## src/rtl/dsi_pattern_gen_pkg.sv

```systemverilog
// Shared definitions for the DSI test-pattern generator: register map, pattern modes,
// sequencer states and the colour-bar palette.
package dsi_pattern_gen_pkg;

    localparam logic [3:0] REG_PGEN_CTL   = 4'h0;
    localparam logic [3:0] REG_PGEN_XSIZE = 4'h1;
    localparam logic [3:0] REG_PGEN_YSIZE = 4'h2;
    localparam logic [3:0] REG_PGEN_VSYNC = 4'h3;
    localparam logic [3:0] REG_PGEN_COLOR = 4'h4;
    localparam logic [3:0] REG_PGEN_FCNT  = 4'h5;

    localparam logic [15:0] VSYNC_RESET = 16'd1000;
    localparam logic [23:0] PIX_WHITE   = 24'hFFFFFF;
    localparam logic [23:0] PIX_BLACK   = 24'h000000;

    typedef enum logic [1:0] {
        MODE_BARS    = 2'd0,
        MODE_CHECKER = 2'd1,
        MODE_RAMP    = 2'd2,
        MODE_SOLID   = 2'd3
    } mode_e;

    typedef enum logic [1:0] {
        ST_IDLE  = 2'd0,
        ST_VSYNC = 2'd1,
        ST_IMAGE = 2'd2
    } state_e;

    function automatic logic [23:0] bar_color(input logic [2:0] idx);
        logic [23:0] c;
        case (idx)
            3'd0:    c = 24'hFF0000;
            3'd1:    c = 24'h00FF00;
            3'd2:    c = 24'h0000FF;
            3'd3:    c = 24'hFFFF00;
            3'd4:    c = 24'h00FFFF;
            3'd5:    c = 24'hFF00FF;
            3'd6:    c = 24'h808080;
            default: c = 24'h000000;
        endcase
        return c;
    endfunction

endpackage

```

## src/rtl/dsi_pattern_pixel.sv

```systemverilog
// Combinational pixel source: maps one coordinate plus the frame's shadowed settings
// to an RGB888 value.
module dsi_pattern_pixel
    import dsi_pattern_gen_pkg::*;
#(
    parameter int g_coord_width = 12,
    parameter int g_bar_shift   = 6
) (
    input  logic [g_coord_width-1:0] x_i,
    input  logic [g_coord_width-1:0] y_i,
    input  mode_e                    mode_i,
    input  logic                     border_i,
    input  logic [g_coord_width-1:0] xsize_i,
    input  logic [g_coord_width-1:0] ysize_i,
    input  logic [23:0]              color_i,
    output logic [23:0]              pixel_o
);

    logic on_edge;

    always_comb begin
        on_edge = (x_i == '0) || (y_i == '0) || (x_i == xsize_i) || (y_i == ysize_i);
        pixel_o = PIX_BLACK;
        if (border_i && on_edge) begin
            pixel_o = PIX_WHITE;
        end else begin
            case (mode_i)
                MODE_BARS:    pixel_o = bar_color(x_i[g_bar_shift+2:g_bar_shift]);
                MODE_CHECKER: pixel_o = (x_i[g_bar_shift] ^ y_i[g_bar_shift]) ? PIX_WHITE : PIX_BLACK;
                MODE_RAMP:    pixel_o = {x_i[7:0], x_i[7:0], x_i[7:0]};
                default:      pixel_o = color_i;
            endcase
        end
    end

endmodule

```

## src/rtl/dsi_pattern_gen.sv

```systemverilog
// Parametrised test-image generator with a FIFO-style read port, host register bank,
// per-frame shadowed settings and a completed-frame counter.
module dsi_pattern_gen
    import dsi_pattern_gen_pkg::*;
#(
    parameter int g_pixels_per_clock = 1,
    parameter int g_coord_width      = 12,
    parameter int g_bar_shift        = 6
) (
    input  logic                            clk_i,
    input  logic                            rst_n_i,
    input  logic [3:0]                      host_a_i,
    input  logic [31:0]                     host_d_i,
    input  logic                            host_wr_i,
    output logic [31:0]                     host_d_o,
    output logic                            fifo_empty_o,
    input  logic                            fifo_rd_i,
    output logic [24*g_pixels_per_clock-1:0] fifo_pixels_o,
    output logic                            pix_vsync_o,
    output logic                            test_en_o
);

    localparam int N  = g_pixels_per_clock;
    localparam int CW = g_coord_width;
    localparam int PW = 24 * N;

    state_e          state_q, state_d;
    logic            ctl_en_q, ctl_en_d;
    mode_e           ctl_mode_q, ctl_mode_d;
    logic            ctl_border_q, ctl_border_d;
    logic [CW-1:0]   xsize_q, xsize_d;
    logic [CW-1:0]   ysize_q, ysize_d;
    logic [15:0]     vsync_len_q, vsync_len_d;
    logic [23:0]     color_q, color_d;
    logic [15:0]     fcnt_q, fcnt_d;

    logic [CW-1:0]   sh_xsize_q, sh_xsize_d;
    logic [CW-1:0]   sh_ysize_q, sh_ysize_d;
    logic [15:0]     sh_vsync_q, sh_vsync_d;
    mode_e           sh_mode_q, sh_mode_d;
    logic            sh_border_q, sh_border_d;
    logic [23:0]     sh_color_q, sh_color_d;

    logic [CW-1:0]   x_q, x_d;
    logic [CW-1:0]   y_q, y_d;
    logic [15:0]     vcnt_q, vcnt_d;
    logic            pix_vsync_q, pix_vsync_d;
    logic [PW-1:0]   pixels_q, pixels_d;
    logic [31:0]     host_d_q, host_d_d;

    logic [PW-1:0]   lane_pix;
    logic            disable_now;
    logic            shadow_load;
    logic            x_last;
    logic            y_last;
    logic            vsync_done;
    logic [15:0]     vsync_eff;
    logic            unused_host_bits;

    assign unused_host_bits = ^host_d_i[31:24];

    for (genvar gi = 0; gi < N; gi++) begin : g_lane
        logic [CW-1:0] lane_x;
        assign lane_x = x_q + CW'(gi);
        dsi_pattern_pixel #(
            .g_coord_width (CW),
            .g_bar_shift   (g_bar_shift)
        ) u_pixel (
            .x_i      (lane_x),
            .y_i      (y_q),
            .mode_i   (sh_mode_q),
            .border_i (sh_border_q),
            .xsize_i  (sh_xsize_q),
            .ysize_i  (sh_ysize_q),
            .color_i  (sh_color_q),
            .pixel_o  (lane_pix[gi*24 +: 24])
        );
    end

    // A CTL write clearing enable acts in the same cycle so it beats a coincident read.
    assign disable_now = !ctl_en_q || (host_wr_i && (host_a_i == REG_PGEN_CTL) && !host_d_i[0]);
    assign x_last      = (x_q + CW'(N - 1)) == sh_xsize_q;
    assign y_last      = (y_q == sh_ysize_q);
    assign vsync_eff   = (sh_vsync_q == 16'd0) ? 16'd1 : sh_vsync_q;
    assign vsync_done  = ({1'b0, vcnt_q} + 17'd1) >= {1'b0, vsync_eff};

    always_comb begin
        state_d      = state_q;
        ctl_en_d     = ctl_en_q;
        ctl_mode_d   = ctl_mode_q;
        ctl_border_d = ctl_border_q;
        xsize_d      = xsize_q;
        ysize_d      = ysize_q;
        vsync_len_d  = vsync_len_q;
        color_d      = color_q;
        fcnt_d       = fcnt_q;
        sh_xsize_d   = sh_xsize_q;
        sh_ysize_d   = sh_ysize_q;
        sh_vsync_d   = sh_vsync_q;
        sh_mode_d    = sh_mode_q;
        sh_border_d  = sh_border_q;
        sh_color_d   = sh_color_q;
        x_d          = x_q;
        y_d          = y_q;
        vcnt_d       = vcnt_q;
        pixels_d     = pixels_q;
        host_d_d     = 32'd0;
        shadow_load  = 1'b0;

        if (host_wr_i) begin
            case (host_a_i)
                REG_PGEN_CTL: begin
                    ctl_en_d     = host_d_i[0];
                    ctl_mode_d   = mode_e'(host_d_i[2:1]);
                    ctl_border_d = host_d_i[3];
                end
                REG_PGEN_XSIZE: xsize_d     = host_d_i[CW-1:0];
                REG_PGEN_YSIZE: ysize_d     = host_d_i[CW-1:0];
                REG_PGEN_VSYNC: vsync_len_d = host_d_i[15:0];
                REG_PGEN_COLOR: color_d     = host_d_i[23:0];
                default: ;
            endcase
        end

        case (host_a_i)
            REG_PGEN_CTL:   host_d_d = {28'd0, ctl_border_q, ctl_mode_q, ctl_en_q};
            REG_PGEN_XSIZE: host_d_d = 32'(xsize_q);
            REG_PGEN_YSIZE: host_d_d = 32'(ysize_q);
            REG_PGEN_VSYNC: host_d_d = {16'd0, vsync_len_q};
            REG_PGEN_COLOR: host_d_d = {8'd0, color_q};
            REG_PGEN_FCNT:  host_d_d = {16'd0, fcnt_q};
            default:        host_d_d = 32'd0;
        endcase

        case (state_q)
            ST_IDLE: begin
                if (!disable_now) begin
                    state_d     = ST_VSYNC;
                    shadow_load = 1'b1;
                end
            end
            ST_VSYNC: begin
                if (disable_now)     state_d = ST_IDLE;
                else if (vsync_done) state_d = ST_IMAGE;
                else                 vcnt_d  = vcnt_q + 16'd1;
            end
            ST_IMAGE: begin
                if (disable_now) begin
                    state_d = ST_IDLE;
                end else if (fifo_rd_i) begin
                    pixels_d = lane_pix;
                    if (x_last) begin
                        x_d = '0;
                        if (y_last) begin
                            fcnt_d      = fcnt_q + 16'd1;
                            state_d     = ST_VSYNC;
                            shadow_load = 1'b1;
                        end else begin
                            y_d = y_q + CW'(1);
                        end
                    end else begin
                        x_d = x_q + CW'(N);
                    end
                end
            end
            default: state_d = ST_IDLE;
        endcase

        // Shadows take the registers as they stood before this cycle's host write.
        if (shadow_load) begin
            x_d         = '0;
            y_d         = '0;
            vcnt_d      = 16'd0;
            sh_xsize_d  = xsize_q;
            sh_ysize_d  = ysize_q;
            sh_vsync_d  = vsync_len_q;
            sh_mode_d   = ctl_mode_q;
            sh_border_d = ctl_border_q;
            sh_color_d  = color_q;
        end

        pix_vsync_d = (state_d == ST_VSYNC);
    end

    always_ff @(posedge clk_i or negedge rst_n_i) begin
        if (!rst_n_i) begin
            state_q      <= ST_IDLE;
            ctl_en_q     <= 1'b0;
            ctl_mode_q   <= MODE_BARS;
            ctl_border_q <= 1'b0;
            xsize_q      <= '0;
            ysize_q      <= '0;
            vsync_len_q  <= VSYNC_RESET;
            color_q      <= 24'd0;
            fcnt_q       <= 16'd0;
            sh_xsize_q   <= '0;
            sh_ysize_q   <= '0;
            sh_vsync_q   <= 16'd0;
            sh_mode_q    <= MODE_BARS;
            sh_border_q  <= 1'b0;
            sh_color_q   <= 24'd0;
            x_q          <= '0;
            y_q          <= '0;
            vcnt_q       <= 16'd0;
            pix_vsync_q  <= 1'b0;
            pixels_q     <= '0;
            host_d_q     <= 32'd0;
        end else begin
            state_q      <= state_d;
            ctl_en_q     <= ctl_en_d;
            ctl_mode_q   <= ctl_mode_d;
            ctl_border_q <= ctl_border_d;
            xsize_q      <= xsize_d;
            ysize_q      <= ysize_d;
            vsync_len_q  <= vsync_len_d;
            color_q      <= color_d;
            fcnt_q       <= fcnt_d;
            sh_xsize_q   <= sh_xsize_d;
            sh_ysize_q   <= sh_ysize_d;
            sh_vsync_q   <= sh_vsync_d;
            sh_mode_q    <= sh_mode_d;
            sh_border_q  <= sh_border_d;
            sh_color_q   <= sh_color_d;
            x_q          <= x_d;
            y_q          <= y_d;
            vcnt_q       <= vcnt_d;
            pix_vsync_q  <= pix_vsync_d;
            pixels_q     <= pixels_d;
            host_d_q     <= host_d_d;
        end
    end

    assign fifo_empty_o  = (state_q != ST_IMAGE);
    assign fifo_pixels_o = pixels_q;
    assign pix_vsync_o   = pix_vsync_q;
    assign test_en_o     = ctl_en_q;
    assign host_d_o      = host_d_q;

endmodule

```

## config.mk

```make
export PLATFORM = sky130hd
export DESIGN_NAME = dsi_pattern_gen
export DESIGN_NICKNAME = d
export VERILOG_FILES = /design/src/rtl/dsi_pattern_gen_pkg.sv /design/src/rtl/dsi_pattern_pixel.sv /design/src/rtl/dsi_pattern_gen.sv
export SDC_FILE = /design/constraint.sdc
export NUM_CORES = 1
export LEC_CHECK = 0
export CORE_ASPECT_RATIO = 0.8
export CORE_UTILIZATION = 30
export CTS_BUF_LIST = sky130_fd_sc_hd__clkbuf_4
export DETAILED_ROUTE_END_ITERATION = 10
export GPL_TIMING_DRIVEN = 0
export PLACE_DENSITY_LB_ADDON = 0.25
export SLEW_MARGIN = 20
export SYNTH_ARGS = -nofsm -noshare
export SYNTH_HDL_FRONTEND = slang
export SYNTH_HIERARCHICAL = 1
export SYNTH_SLANG_ARGS = --single-unit
```

## constraint.sdc

```tcl
create_clock -name clk_i -period 6.2 [get_ports clk_i]
set_input_delay 0.62 -clock clk_i [delete_from_list [all_inputs] [get_ports clk_i]]
set_output_delay 0.62 -clock clk_i [all_outputs]
set_load 0.1 [all_outputs]
```

==> impl_metrics.yaml <==
sta:
  hold_violations: 0
  max_freq_mhz: 232.7
  slew_viol_final: 0
  min_period_over_period_pct: 69.32
  rsz0062_at_grt: "false"
  relSlewSlack_pct: 33.94
  worstMarginPinSlew_ns: 0.9772
  finalSetupViolations: 0
  fin_crit_ns: 4.298
  tns_ns: 0
  skew_ns: 0.06994
synth:
  yosys-top-cells-count: "dfrtp_1 (236), mux2_2 (147), nand2_1 (80), nor2_1 (67), xor2_1 (63)"
  synthFlopType: "dfrtp_1"
  syn_area_per_cell_sq_um: 11.43
  synth_top_area_cell: "dfrtp_1"
  synth-async-reset-ratio_pct: 100.0
  synthDistinctLibCells: 64
  synth.most_common_cell: "dfrtp_1"
  syn_inst: 1035
  syn-cell-area_sq_um: 11830
  seq_area_frac_synth_pct: 51.26
  synth_area_leaders: "dfrtp_1 (50%), mux2_2 (14%), xor2_1 (4.7%)"
  yosys_warnings: 6
  ys_ff_latch: 242
  synth_edf_count: 0
  netlist.area_leader.share_pct: 49.93
power:
  fin_total_pwr_mw: 5.401
  clkPwrFrac_pct: 27.9
  max-vdd-ir-drop_v: 0.0001191
  power.internal_mw: 3.414
  seq_power_share_pct: 42.3
  pwr-share-comb_pct: 29.9
  powerDensity_nw_per_um2: 378.6
  swShare_pct: 36.78
  p_leak_nw: 6.463
  power.switching_mw: 1.987
global_route:
  grt_overflow: 0
  antenna_found_initial: 1
  grt_pass1_wl_mm: 52.42
  grt_start_max_net_pins: 96
  grtUsageTotal_pct: 17.13
  grt_pass1_vias: 8693
clock_network:
  clk_pin_slew_ns: 0.06
  htreeDepth: 3
  ctsRootBufferMaster: "clkbuf_4"
  clockBufferDepth: 3
  cts_buffers: 70
  worstSkewPairLatency_ns: 0.70
  cts-resized-gates: 0
  cts_setup_buffers: 0
  cts_tree: "built"
  cts.sinks: 242
  postCtsHoldBufs: 1
critical_path:
  critPathMaxFanout: 10
  critPathKind: "flip-flop to flip-flop"
  worstSetupStartpointType: "flip-flop"
  cp_data_arrival_time_ns: 4.87
  cp-end-kind: "flip-flop"
  critPathRequiredTime_ns: 6.77
  slowest_delay_ns: 0.68
  crit_slowest_cell: "a2111oi_1"
  crit_chain: "ha_1 > nand2_1 > nor3b_1 > nand2b_1 > or2_2 > and2_1 > or2_2 > ha_1 > nand3_1 > a2111oi_1 > nor2_1 > clkbuf_1 > a22o_1"
  reg2reg_depth: 13
floorplan:
  start_util_pct: 30.71
  die_y_microns: 179.6
  pin_count: 99
  rows: 64
  core_area_sq_um: 38520
  die_w_microns: 224.0
  die_area_sq_um: 40230
final_layout:
  drive_above_1_share_pct: 24.98
  syn2layout_area_growth_pct: 20.62
  fin_nets: 1257
  fin_area_sq_um: 14270
routing:
  vias: 8778
  drc_errors: 0
  avgViaCountPerCell: 4.948
  drtAntennaViolNets: 0
  avgRoutedWirePerCell_microns: 18.89
  drt_wl_total_mm: 33.52
  first_pass_iters: 5
  drtIter0Drc: 651
placed_design:
  gp_congestion: 0.8990
  hpwlAfterDp_mm: 24.47
  portBuffers: 80
  dpl_cell_area_sq_um: 13380
outcome:
  status: "completed"
worst_hold_path:
  hold_path_depth: 4
  hp-class: "primary input to flip-flop"
flow_run:
  cap_viol_max_count: 0
-- flip-flops by register name, indices dropped and copies added, names as in the netlist, 2 cells and up --
register and cells:
color_q 24, fifo_pixels_o 24, host_d_o 24, sh_color_q 24, fcnt_q 16, sh_vsync_q 16
vcnt_q 16, vsync_len_q 16, sh_xsize_q 12, sh_ysize_q 12, x_q 12, xsize_q 12
y_q 12, ysize_q 12, ctl_mode_q 2, sh_mode_q 2, state_q 2
-- cell families after synthesis --
| family | after synthesis | synth area share [%] |
|---|---|---|
| muxes | 150 | 14.25 |
| adders and majority gates | 20 | 2.116 |
| buffers and inverters | 84 | 3.491 |
| DFF | 242 | 51.26 |
| AOI/OAI and AO/OA | 143 | 8.950 |
| other | 1 | 0.03171 |
| xor gates and xnor gates | 96 | 7.109 |
| and+or+nand+nor | 299 | 12.79 |
-- per-stage QoR --
stage	hold WS, ns	setup slack (ns)	utilization [%]	std cells
finish	0.4600	1.902	37.04	1774
global route	0.4118	1.428	37.04	1774
CTS	0.3963	1.695	37.03	1773
detailed placement	0.4602	1.736	34.73	1652
global placement	0.4622	-6.328	34.57	1650
floorplan	0.3244	2.588	-	1042
-- layout make-up --
type                    count  area [sq um]
diodes                      1         2.502
plain buffers              54         300.3
clock buffers             104         780.7
clock inverters            16         96.34
fillers                  3839         24250
inverters                  30         112.6
multi-input cells         716          5379
flip-flops and latches    242          6063
well taps                 528         660.6
repair buffers             83         870.8
-- final timing paths --
path | slack (ns) | from | end
min reg2reg | 0.47 | fcnt_q[15]$_DFFE_PN0P_ | fcnt_q[15]$_DFFE_PN0P_
max | 1.90 | vcnt_q[0]$_DFFE_PN0P_ | vcnt_q[13]$_DFFE_PN0P_
max reg2reg | 1.90 | vcnt_q[0]$_DFFE_PN0P_ | vcnt_q[13]$_DFFE_PN0P_
min in group asynchronous | 0.52 | rst_n_i | ysize_q[0]$_DFFE_PN0P_
max in group asynchronous | 4.78 | rst_n_i | color_q[15]$_DFFE_PN0P_
min | 0.46 | host_a_i[0] | host_d_o[8]$_DFF_PN0_
-- placed cells by master (no fill, tap or decap), types with 3 or more instances in the layout --
master	n
clkbuf_1	27
a21oi_1	28
ha_1	20
clkdlybuf4s50_1	79
a22oi_1	15
o221ai_1	11
and2_1	11
nor2_1	67
nor4_1	19
mux2_2	147
clkinv_1	11
dfrtp_1	236
xnor2_1	33
and3_1	9
inv_1	30
nor3_1	16
a22o_1	9
buf_2	9
o21ai_0	29
nand4_1	15
or2_2	4
conb_1	8
nor3b_1	8
buf_4	9
nor2b_1	16
nand3_1	29
a221oi_1	4
or3_1	7
buf_6	7
mux2i_1	3
a21o_1	7
xor2_1	63
o22ai_1	7
nand2_1	80
dfstp_2	6
clkbuf_4	104
nand2b_1	5
a222oi_1	12
-- critical path: cells and delay by family, from the launching register on --
family	cells	cell delay (ns)
and+or+nand+nor	8	1.83
AOI/OAI and AO/OA	2	0.98
DFF	1	0.46
adders and majority gates	2	0.59
buffers and inverters	1	0.31
-- power groups by stage --
stage	registers [mW]	logic, mW	clock network, mW
floorplan	2.32	1.04	0
global placement	2.30	1.59	0
detailed placement	2.31	1.61	0
CTS	2.28	1.62	1.58
global route	2.33	1.76	1.67
finish	2.28	1.61	1.50
-- layer usage --
metal	part of all wire [%]	GRT usage (%)	vias to the layer above
met5	0	0	-
met4	2.2	5.534	0
met2	44	24.56	246
li1	-	-	4061
met3	5.6	3.694	62
met1	49	25.41	4409
Note: power is estimated with default switching activity, not from simulation.
